**src/rtl/led_flow_pkg.sv**
```systemverilog
// rtl/led_flow_pkg.sv - shared types and constants for the LED flow-light sequencer
package led_flow_pkg;

    typedef enum logic [1:0] {
        IDLE  = 2'b00,
        RUN   = 2'b01,
        PAUSE = 2'b10
    } state_e;

    localparam logic [7:0] LED_INIT = 8'b0000_0001;
    localparam int         SPEED_W  = 2;

endpackage

```
**src/rtl/led_flow_sequencer_btn_debounce.sv**
```systemverilog
// rtl/led_flow_sequencer_btn_debounce.sv - button synchronizer, debouncer and press edge detector
module btn_debounce #(
    parameter int DB_CYCLES = 2_000_000,
    parameter int CNT_W     = 25
) (
    input  logic clk,
    input  logic rst_n,
    input  logic btn_raw,
    output logic press
);

    localparam logic [CNT_W-1:0] DB_LAST = CNT_W'(DB_CYCLES - 1);

    logic             meta_q,   meta_d;
    logic             sync_q,   sync_d;
    logic             stable_q, stable_d;
    logic             press_q,  press_d;
    logic [CNT_W-1:0] cnt_q,    cnt_d;

    // The counter only runs while the synchronized level disagrees with the
    // accepted level, so any bounce shorter than DB_CYCLES is forgotten.
    always_comb begin
        meta_d   = btn_raw;
        sync_d   = meta_q;
        stable_d = stable_q;
        press_d  = 1'b0;
        cnt_d    = '0;
        if (sync_q != stable_q) begin
            if (cnt_q == DB_LAST) begin
                stable_d = sync_q;
                press_d  = sync_q;
            end else begin
                cnt_d = cnt_q + CNT_W'(1);
            end
        end
    end

    always_ff @(posedge clk or negedge rst_n) begin
        if (!rst_n) begin
            meta_q   <= 1'b0;
            sync_q   <= 1'b0;
            stable_q <= 1'b0;
            press_q  <= 1'b0;
            cnt_q    <= '0;
        end else begin
            meta_q   <= meta_d;
            sync_q   <= sync_d;
            stable_q <= stable_d;
            press_q  <= press_d;
            cnt_q    <= cnt_d;
        end
    end

    assign press = press_q;

endmodule

```
**src/rtl/led_flow_sequencer.sv**
```systemverilog
// rtl/led_flow_sequencer.sv - IDLE/RUN/PAUSE controller issuing step pulses and direction to the LED shifter
module led_flow_sequencer
    import led_flow_pkg::*;
#(
    parameter int DB_CYCLES = 2_000_000,
    parameter int STEP_CYC  = 25_000_000,
    parameter int CNT_W     = 25
) (
    input  logic               clk,
    input  logic               rst_n,
    input  logic               btn_raw,
    input  logic               dir_sw,
    input  logic [SPEED_W-1:0] speed_sel,
    input  logic               soft_clr,
    output logic               step_pulse,
    output logic               dir_left,
    output logic               running,
    output logic               led_clear,
    output logic [1:0]         state
);

    localparam logic [CNT_W-1:0] STEP_P = CNT_W'(STEP_CYC);

    logic             press;
    logic             dir_meta_q, dir_meta_d;
    logic             dir_sync_q, dir_sync_d;
    state_e           state_q,    state_d;
    logic [CNT_W-1:0] cnt_q,      cnt_d;
    logic             step_q,     step_d;
    logic             dir_q,      dir_d;
    logic             run_q,      run_d;
    logic             clr_q,      clr_d;
    logic [CNT_W-1:0] period;
    logic [CNT_W-1:0] term;
    logic             step_fire;

    btn_debounce #(
        .DB_CYCLES (DB_CYCLES),
        .CNT_W     (CNT_W)
    ) u_btn (
        .clk     (clk),
        .rst_n   (rst_n),
        .btn_raw (btn_raw),
        .press   (press)
    );

    assign period = STEP_P >> speed_sel;
    assign term   = period - CNT_W'(1);

    // Comparing with >= lets a speed-up that lands below the current count
    // fire once immediately instead of waiting for a full counter wrap.
    always_comb begin
        dir_meta_d = dir_sw;
        dir_sync_d = dir_meta_q;
        state_d    = state_q;
        cnt_d      = cnt_q;
        dir_d      = dir_sync_q;
        clr_d      = soft_clr;
        step_fire  = (state_q == RUN) && !soft_clr && (cnt_q >= term);

        case (state_q)
            IDLE: begin
                cnt_d = '0;
                if (press) state_d = RUN;
            end
            RUN: begin
                cnt_d = step_fire ? '0 : cnt_q + CNT_W'(1);
                dir_d = step_fire ? dir_sync_q : dir_q;
                if (press) state_d = PAUSE;
            end
            PAUSE: begin
                if (press) state_d = RUN;
            end
            default: begin
                state_d = IDLE;
                cnt_d   = '0;
            end
        endcase

        // A soft clear wins over any press seen in the same cycle.
        if (soft_clr) begin
            state_d = IDLE;
            cnt_d   = '0;
        end

        step_d = step_fire;
        run_d  = (state_d == RUN);
    end

    always_ff @(posedge clk or negedge rst_n) begin
        if (!rst_n) begin
            dir_meta_q <= 1'b0;
            dir_sync_q <= 1'b0;
            state_q    <= IDLE;
            cnt_q      <= '0;
            step_q     <= 1'b0;
            dir_q      <= 1'b0;
            run_q      <= 1'b0;
            clr_q      <= 1'b0;
        end else begin
            dir_meta_q <= dir_meta_d;
            dir_sync_q <= dir_sync_d;
            state_q    <= state_d;
            cnt_q      <= cnt_d;
            step_q     <= step_d;
            dir_q      <= dir_d;
            run_q      <= run_d;
            clr_q      <= clr_d;
        end
    end

    assign step_pulse = step_q;
    assign dir_left   = dir_q;
    assign running    = run_q;
    assign led_clear  = clr_q;
    assign state      = state_q;

endmodule
```
**config.mk**
```make
export PLATFORM = sky130hd
export DESIGN_NAME = led_flow_sequencer
export DESIGN_NICKNAME = d
export VERILOG_FILES = /design/src/rtl/led_flow_pkg.sv /design/src/rtl/led_flow_sequencer_btn_debounce.sv /design/src/rtl/led_flow_sequencer.sv
export SDC_FILE = /design/constraint.sdc
export NUM_CORES = 1
export LEC_CHECK = 0
export CORE_ASPECT_RATIO = 1.4
export CORE_MARGIN = 2
export CORE_UTILIZATION = 66
export DETAILED_ROUTE_END_ITERATION = 10
export GPL_TIMING_DRIVEN = 0
export PLACE_DENSITY = 0.82
export SETUP_SLACK_MARGIN = 0.2
export SLEW_MARGIN = 30
export SYNTH_ARGS = -nofsm -noshare
export SYNTH_HDL_FRONTEND = slang
export SYNTH_SLANG_ARGS = --single-unit
```
**constraint.sdc**
```tcl
create_clock -name clk -period 4.7 [get_ports clk]
set_input_delay 0.94 -clock clk [delete_from_list [all_inputs] [get_ports clk]]
set_output_delay 0.94 -clock clk [all_outputs]
set_load 0.1 [all_outputs]
```
==> metrics.md, run 1 <==
| Metric | Value |
|---|---|
| Critical Path RT | `4.91 ns` |
| WL final | `8040 um` |
| DRC viols | `0` |
| Setup Skew | `0.0111 ns` |
| Num ports | `13` |
| CP Capture Type | `flop` |
| Worst setup SP type | `input pin` |
| Leakage | `1.79 nW` |
| Most common cell after layout, fill and taps aside | `dfrtp_1` |
| Register bit count reported by yosys | `62` |
| Placed cells | `473` |
| Synth top area share | `0.424` |
| CTS Root Cell | `clkbuf_8` |
| Reg clk slew, reported paths | `0.08 ns` |
| Die Width | `66.9 um` |
| Port bufs | `12` |
| Tmin final | `3.99 ns` |
| F_max | `251 MHz` |
| Initial antenna violation count | `0` |
| Gr usage total | `0.295` |
| Maximum buffer depth of the clock tree | `2` |
| Asr flop ratio synth | `1.00` |
| Most frequent cells in the layout | `dfrtp_1, nor2_1, nand3_1, nand2_1, ha_1` |
| Die ar. | `6160 um2` |
| CP max stage delay | `0.59 ns` |
| Htree depth | `3` |
| Hold Slack | `0.364 ns` |
| Cts repair resizes | `0` |
| CTS tree | `done` |
| DP HPWL | `5760 um` |
| Area occupied by multi-input gates | `1960 um2` |
| Outcome | `completed` |
| Grt ovf | `0` |
| Seq pwr share | `0.476` |
| Post-synth EDFFs | `0` |
| Max-slew violation count | `0` |
| Initial drt markers | `208` |
| Fillers | `402` |
| Most area-consuming cells after synthesis | `dfrtp_1, ha_1, nor2_1` |
| Num rows | `32` |
| Hold path start | `u_btn.meta_q` |
| Worst R2R Start | `cnt_q[12]` |
| Global-route wire length before repair | `13,900 um` |
| Power Density | `275 nW/um2` |
| Max-capacitance violation count | `0` |
| Layout cells sized above 1 | `0.107` |
| Yosys top cell by area | `dfrtp_1` |
| Die height | `92.1 um` |
| Crit Path Max Fanout | `5` |
| Synth Flop Type | `dfrtp_1` |
| Starting density of the core | `0.671` |
| Post-synthesis cell count | `391` |
| Int Power | `0.864 mW` |
| Proportion of power drawn by the clock network | `0.472` |
| Post-CTS Setup Inserts | `0` |
| Sink Count | `62` |
| Worst path slowest cell | `clkdlybuf4s50_1` |
| Placeable Area | `5450 um2` |
| Yosys cell types | `52` |
| CP arrival | `4.19 ns` |
| Worst setup path class | `in -> reg` |
| Post-Syn Area per Cell | `9.35 um2` |
| RSZ-0062 raised after global routing | `false` |
| Synthesized area | `3660 um2` |
| Largest net degree at the start of global routing | `50` |
| Setup TNS | `0 ns` |
| Cell Count, Final, Fillers Out | `489` |
| Reg area | `1550 um2` |
| Hold_buf cts | `0` |
| Endpoints failing setup | `0` |
| Util after Layout | `0.757` |
| Yosys warns | `0` |
| Tcrit/Tclk final | `0.848` |
| Via count | `2,964` |
| Switching Fraction | `0.238` |
| Avg WL per Cell | `16.4 um` |
| Final Hold Violating Endpoints | `0` |
| Ant. Diodes | `0` |
| Post-layout nets | `446` |
| Hold Crit Class | `reg -> reg` |
| Post-DR vias/cell | `6.06` |
| CP Cell Sequence | `clkdlybuf4s50_1, inv_1, nor2_1, inv_1, ha_1, nand2_1, ha_1, nand2_1, a2111oi_0, nor3_1, nor3_4, nor3_2, nand2b_2, o41ai_1` |
| Vias in the first global route | `3,063` |
| Logic pwr share | `0.052` |
| Peak supply drop | `0.332 mV` |
| CP startpoint | `speed_sel[1]` |
| Clock buffer count from CTS | `9` |
| GPL Wtd Cong | `0.851` |
| Seq/Total Area, Yosys | `0.424` |
| Switching pwr | `0.271 mW` |
| Area delta synth->final | `12.7%` |
| Slew headroom | `0.353` |
| Clock insertion delay at the later pin of the skew report | `0.34 ns` |
| Final ANT Viol Nets | `0` |
| Drt pass-1 iters | `4` |
| Worst-Margin Slew | `0.967 ns` |
## critical path, delay by kind of cell
family	cells	cell delay, ns
compound gates	2	0.49
fa+ha+maj	2	0.46
buf+inv	3	0.86
simple gates	7	1.43
## stage by stage
step	total power [mW]	instance area [um2]	setup WS, ns
after floorplan	0.580	3660	1.53
after global placement	0.605	3860	0.454
final	1.14	4120	0.714
after detailed placement	0.610	3890	0.390
after CTS	1.14	4120	0.735
after global routing	1.18	4120	0.543
## registers in the layout, indices dropped and copies added, names as in the netlist
name            cells
cnt_q              25
u_btn.cnt_q        25
led_clear           1
u_btn.meta_q        1
running             1
dir_meta_q          1
u_btn.press         1
u_btn.stable_q      1
dir_sync_q          1
u_btn.sync_q        1
dir_left            1
state               2
step_pulse          1
## power by group through the flow
stage / Combinational (mW) / Sequential (mW) / Clock [mW]
2_1_floorplan: 0.0235 / 0.557 / 0
3_3_place_gp: 0.0541 / 0.551 / 0
3_5_place_dp: 0.0584 / 0.551 / 0
4_1_cts: 0.0590 / 0.541 / 0.545
5_1_grt: 0.0654 / 0.541 / 0.569
6_report: 0.0585 / 0.541 / 0.536
## layer usage
layer  up-vias  wire, um  track usage  share of wire
li1       1437         -            -              -
met1      1454      3180        0.341           0.40
met2        57      4350        0.513           0.54
met3        16       274       0.0613          0.034
met4         0       230        0.131          0.029
met5         -         0            0              0
## logic make-up after synthesis
group                      share of synthesized area
and+or+nand+nor                                0.259
DFF                                            0.424
AOI/OAI and AO/OA                              0.119
adders and majority gates                     0.0787
buffers and inverters                         0.0421
xor gates and xnor gates                      0.0575
muxes                                         0.0175
other                                        0.00205
## final timing paths
| check | end | slack, ns | cells past startpoint |
|---|---|---|---|
| max | cnt_q[21] | 0.71 | 14 |
| min | u_btn.sync_q | 0.36 | 0 |
| max reg2reg | cnt_q[21] | 2.17 | 8 |
| min reg2reg | u_btn.sync_q | 0.36 | 0 |
| max in group asynchronous | cnt_q[3] | 3.73 | 2 |
| min in group asynchronous | cnt_q[14] | 0.45 | 1 |
## synth_stat cells (3+ instances only)
cell type,number
clkbuf_1,3
nor3_1,7
o21ai_1,4
mux2_2,3
nor2_1,45
buf_6,4
and4_1,6
xor2_1,12
and2_1,13
inv_1,17
or3_1,5
dfrtp_1,62
a31oi_1,12
nand3_1,30
o31ai_1,12
nand4_1,14
o21ai_0,9
nand2_1,29
xnor2_1,12
nor4_1,3
a21oi_1,17
ha_1,23
mux2i_1,3
buf_2,5
or2_2,3
## area by class of cell
| class | instances | area share |
|---|---|---|
| tap | 68 | 0.0206 |
| timing repair buffer | 13 | 0.0352 |
| multi-input combinational | 299 | 0.475 |
| buffer | 13 | 0.0209 |
| inverter | 18 | 0.0164 |
| sequential | 62 | 0.376 |
| clock inverter | 7 | 0.0249 |
| clock buffer | 9 | 0.0301 |
Power figures use the tool's default switching activity.
==> inputs of run 2 (changes only) <==
--- a/config.mk
+++ b/config.mk
@@ -7,10 +7,10 @@
 export LEC_CHECK = 0
 export CORE_ASPECT_RATIO = 1.4
 export CORE_MARGIN = 2
-export CORE_UTILIZATION = 66
+export CORE_UTILIZATION = 61
 export DETAILED_ROUTE_END_ITERATION = 10
 export GPL_TIMING_DRIVEN = 0
-export PLACE_DENSITY = 0.82
+export PLACE_DENSITY = 0.77
 export SETUP_SLACK_MARGIN = 0.2
 export SLEW_MARGIN = 30
 export SYNTH_ARGS = -nofsm -noshare
==> constraint.sdc (replaced) <==
create_clock -name clk -period 3.8 [get_ports clk]
set_input_delay 0.76 -clock clk [delete_from_list [all_inputs] [get_ports clk]]
set_output_delay 0.76 -clock clk [all_outputs]
set_load 0.1 [all_outputs]
==> run 2 against run 1 <==
  * Via count grew 3.9%
  * Global-route usage shrank 2.0 points
  * Combinational power grew 27%
  * Clock power grew 28%
  * Clock skew shrank 0.0015 ns
  * Critical path depth is the same
  * Die area grew 7.8%
  * Worst setup slack lost 0.16 ns
  * Total power grew 26%
  * Largest cell class unchanged
==> metrics.md, run 2 (synthesis results as in run 1) <==
| Metric | Value |
|---|---|
| Avg WL per Cell | `17.7 um` |
| Endpoints failing setup | `0` |
| Crit Path Max Fanout | `7` |
| Worst-Margin Slew | `0.984 ns` |
| Htree depth | `3` |
| Largest net degree at the start of global routing | `43` |
| Post-DR vias/cell | `6.25` |
| Worst setup path class | `in -> reg` |
| CP Cell Sequence | `dlymetal6s2s_1, inv_1, nor2_4, inv_1, ha_1, nand2_1, a2111oi_2, nor3_2, nor3_4, nor4_4, buf_4, buf_4, a21o_1, a22o_1` |
| Cell Count, Final, Fillers Out | `493` |
| Int Power | `1.07 mW` |
| Placeable Area | `5820 um2` |
| Grt ovf | `0` |
| Ant. Diodes | `0` |
| Hold Crit Class | `in -> async` |
| Tcrit/Tclk final | `0.854` |
| Initial antenna violation count | `0` |
| Die Width | `69.4 um` |
| Reg area | `1550 um2` |
| Slew headroom | `0.342` |
| Worst setup SP type | `input pin` |
| Area delta synth->final | `14.2%` |
| Seq pwr share | `0.468` |
| CP startpoint | `speed_sel[0]` |
| Peak supply drop | `0.300 mV` |
| Reg-to-reg endpoint | `cnt_q[4]` |
| Via count | `3,081` |
| WL final | `8750 um` |
| Switching pwr | `0.361 mW` |
| DRC viols | `0` |
| Post-DP Area | `3880 um2` |
| Critical path's top delay family | `compound AO/OA/AOI/OAI gates` |
| CP arrival | `3.49 ns` |
| Port bufs | `12` |
| Maximum buffer depth of the clock tree | `2` |
| Most common cell after layout, fill and taps aside | `dfrtp_1` |
| Reg clk slew, reported paths | `0.08 ns` |
| Leakage | `1.82 nW` |
| Layout cells sized above 1 | `0.121` |
| Die height | `95.6 um` |
| Outcome | `completed` |
| Clock buffer count from CTS | `9` |
| Fillers | `433` |
| Final Hold Violating Endpoints | `0` |
| Post-route cell area | `4180 um2` |
| Drt pass-1 iters | `5` |
| Initial drt markers | `234` |
| Vias in the first global route | `2,998` |
| Die ar. | `6640 um2` |
| Switching Fraction | `0.253` |
| Area occupied by multi-input gates | `2000 um2` |
| Tmin final | `3.24 ns` |
| Num rows | `33` |
| Num ports | `13` |
| Gr usage total | `0.275` |
| Worst R2R Start | `cnt_q[3]` |
| Clock insertion delay at the later pin of the skew report | `0.35 ns` |
| DP HPWL | `5830 um` |
| Starting density of the core | `0.628` |
| CTS Root Cell | `clkbuf_8` |
| Sink Count | `62` |
| Max-slew violation count | `0` |
| CP Capture Type | `flop` |
| Critical Path RT | `4.05 ns` |
| CP bufs+invs | `5` |
| Post-layout nets | `448` |
| CP max stage delay | `0.48 ns` |
| CTS tree | `done` |
| GPL Wtd Cong | `0.942` |
| Placed cells | `475` |
| Most frequent cells in the layout | `dfrtp_1, nor2_1, nand3_1, nand2_1, ha_1` |
| Global-route wire length before repair | `14,200 um` |
| Hold_buf cts | `0` |
| Proportion of power drawn by the clock network | `0.480` |
| Worst path slowest cell | `a2111oi_2` |
| Power Density | `342 nW/um2` |
| Max-capacitance violation count | `0` |
| Setup slack, reg-to-reg | `1.16 ns` |
| F_max | `308 MHz` |
| Logic pwr share | `0.052` |
| Worst R2R Path Depth | `10` |
| Final ANT Viol Nets | `0` |
| RSZ-0062 raised after global routing | `false` |
| Setup Skew | `0.00957 ns` |
-- run 2: metrics by stage --
step	utilization	worst slack (ns)	power, mW	hold slack (ns)	TNS, ns
after floorplan	-	0.813	0.718	0.331	0
after global placement	0.664	-0.254	0.748	0.333	-5.01
after detailed placement	0.667	-0.281	0.754	0.344	-5.36
after CTS	0.708	0.278	1.43	0.296	0
after global routing	0.717	0.381	1.47	0.298	0
final	0.717	0.556	1.43	0.291	0
-- run 2: per-layer routing --
layer | track usage | vias up | share of wire
met4 | 0.113 | 0 | 0.031
li1 | - | 1452 | -
met1 | 0.299 | 1503 | 0.39
met2 | 0.514 | 98 | 0.54
met3 | 0.0645 | 28 | 0.039
met5 | 0 | - | 0
-- run 2: power groups by stage --
stage | sequential [mW] | combinational (mW) | clock [mW]
final | 0.668 | 0.0742 | 0.686
after floorplan | 0.689 | 0.0291 | 0
after CTS | 0.668 | 0.0733 | 0.692
after global routing | 0.669 | 0.0830 | 0.717
after detailed placement | 0.682 | 0.0720 | 0
after global placement | 0.681 | 0.0671 | 0
-- run 2: worst max-delay path by stage --
| stage | end | slack, ns | depth (start not counted) |
|---|---|---|---|
| CTS | cnt_q[22] | 0.28 | 13 |
| global placement | dir_left | -0.25 | 12 |
| global route | cnt_q[2] | 0.38 | 14 |
| detailed placement | cnt_q[14] | -0.28 | 13 |
| finish | cnt_q[4] | 0.56 | 14 |
| floorplan | dir_left | 0.81 | 11 |
-- run 2: area by class of cell --
cell class | instances | area share
inverters | 18 | 0.0162
flip-flops and latches | 62 | 0.371
clock inverters | 7 | 0.0246
well taps | 70 | 0.0210
plain buffers | 13 | 0.0207
repair buffers | 15 | 0.0377
clock buffers | 9 | 0.0297
multi-input cells | 299 | 0.479
-- run 2: repair_timing --
| action | 4_1_cts | 5_1_grt |
|---|---|---|
| setup endpoints to repair | 23 | 24 |
| gates resized for setup | 2 | 8 |
| pin swaps | 1 | 1 |
| buffers inserted | 0 | 2 |
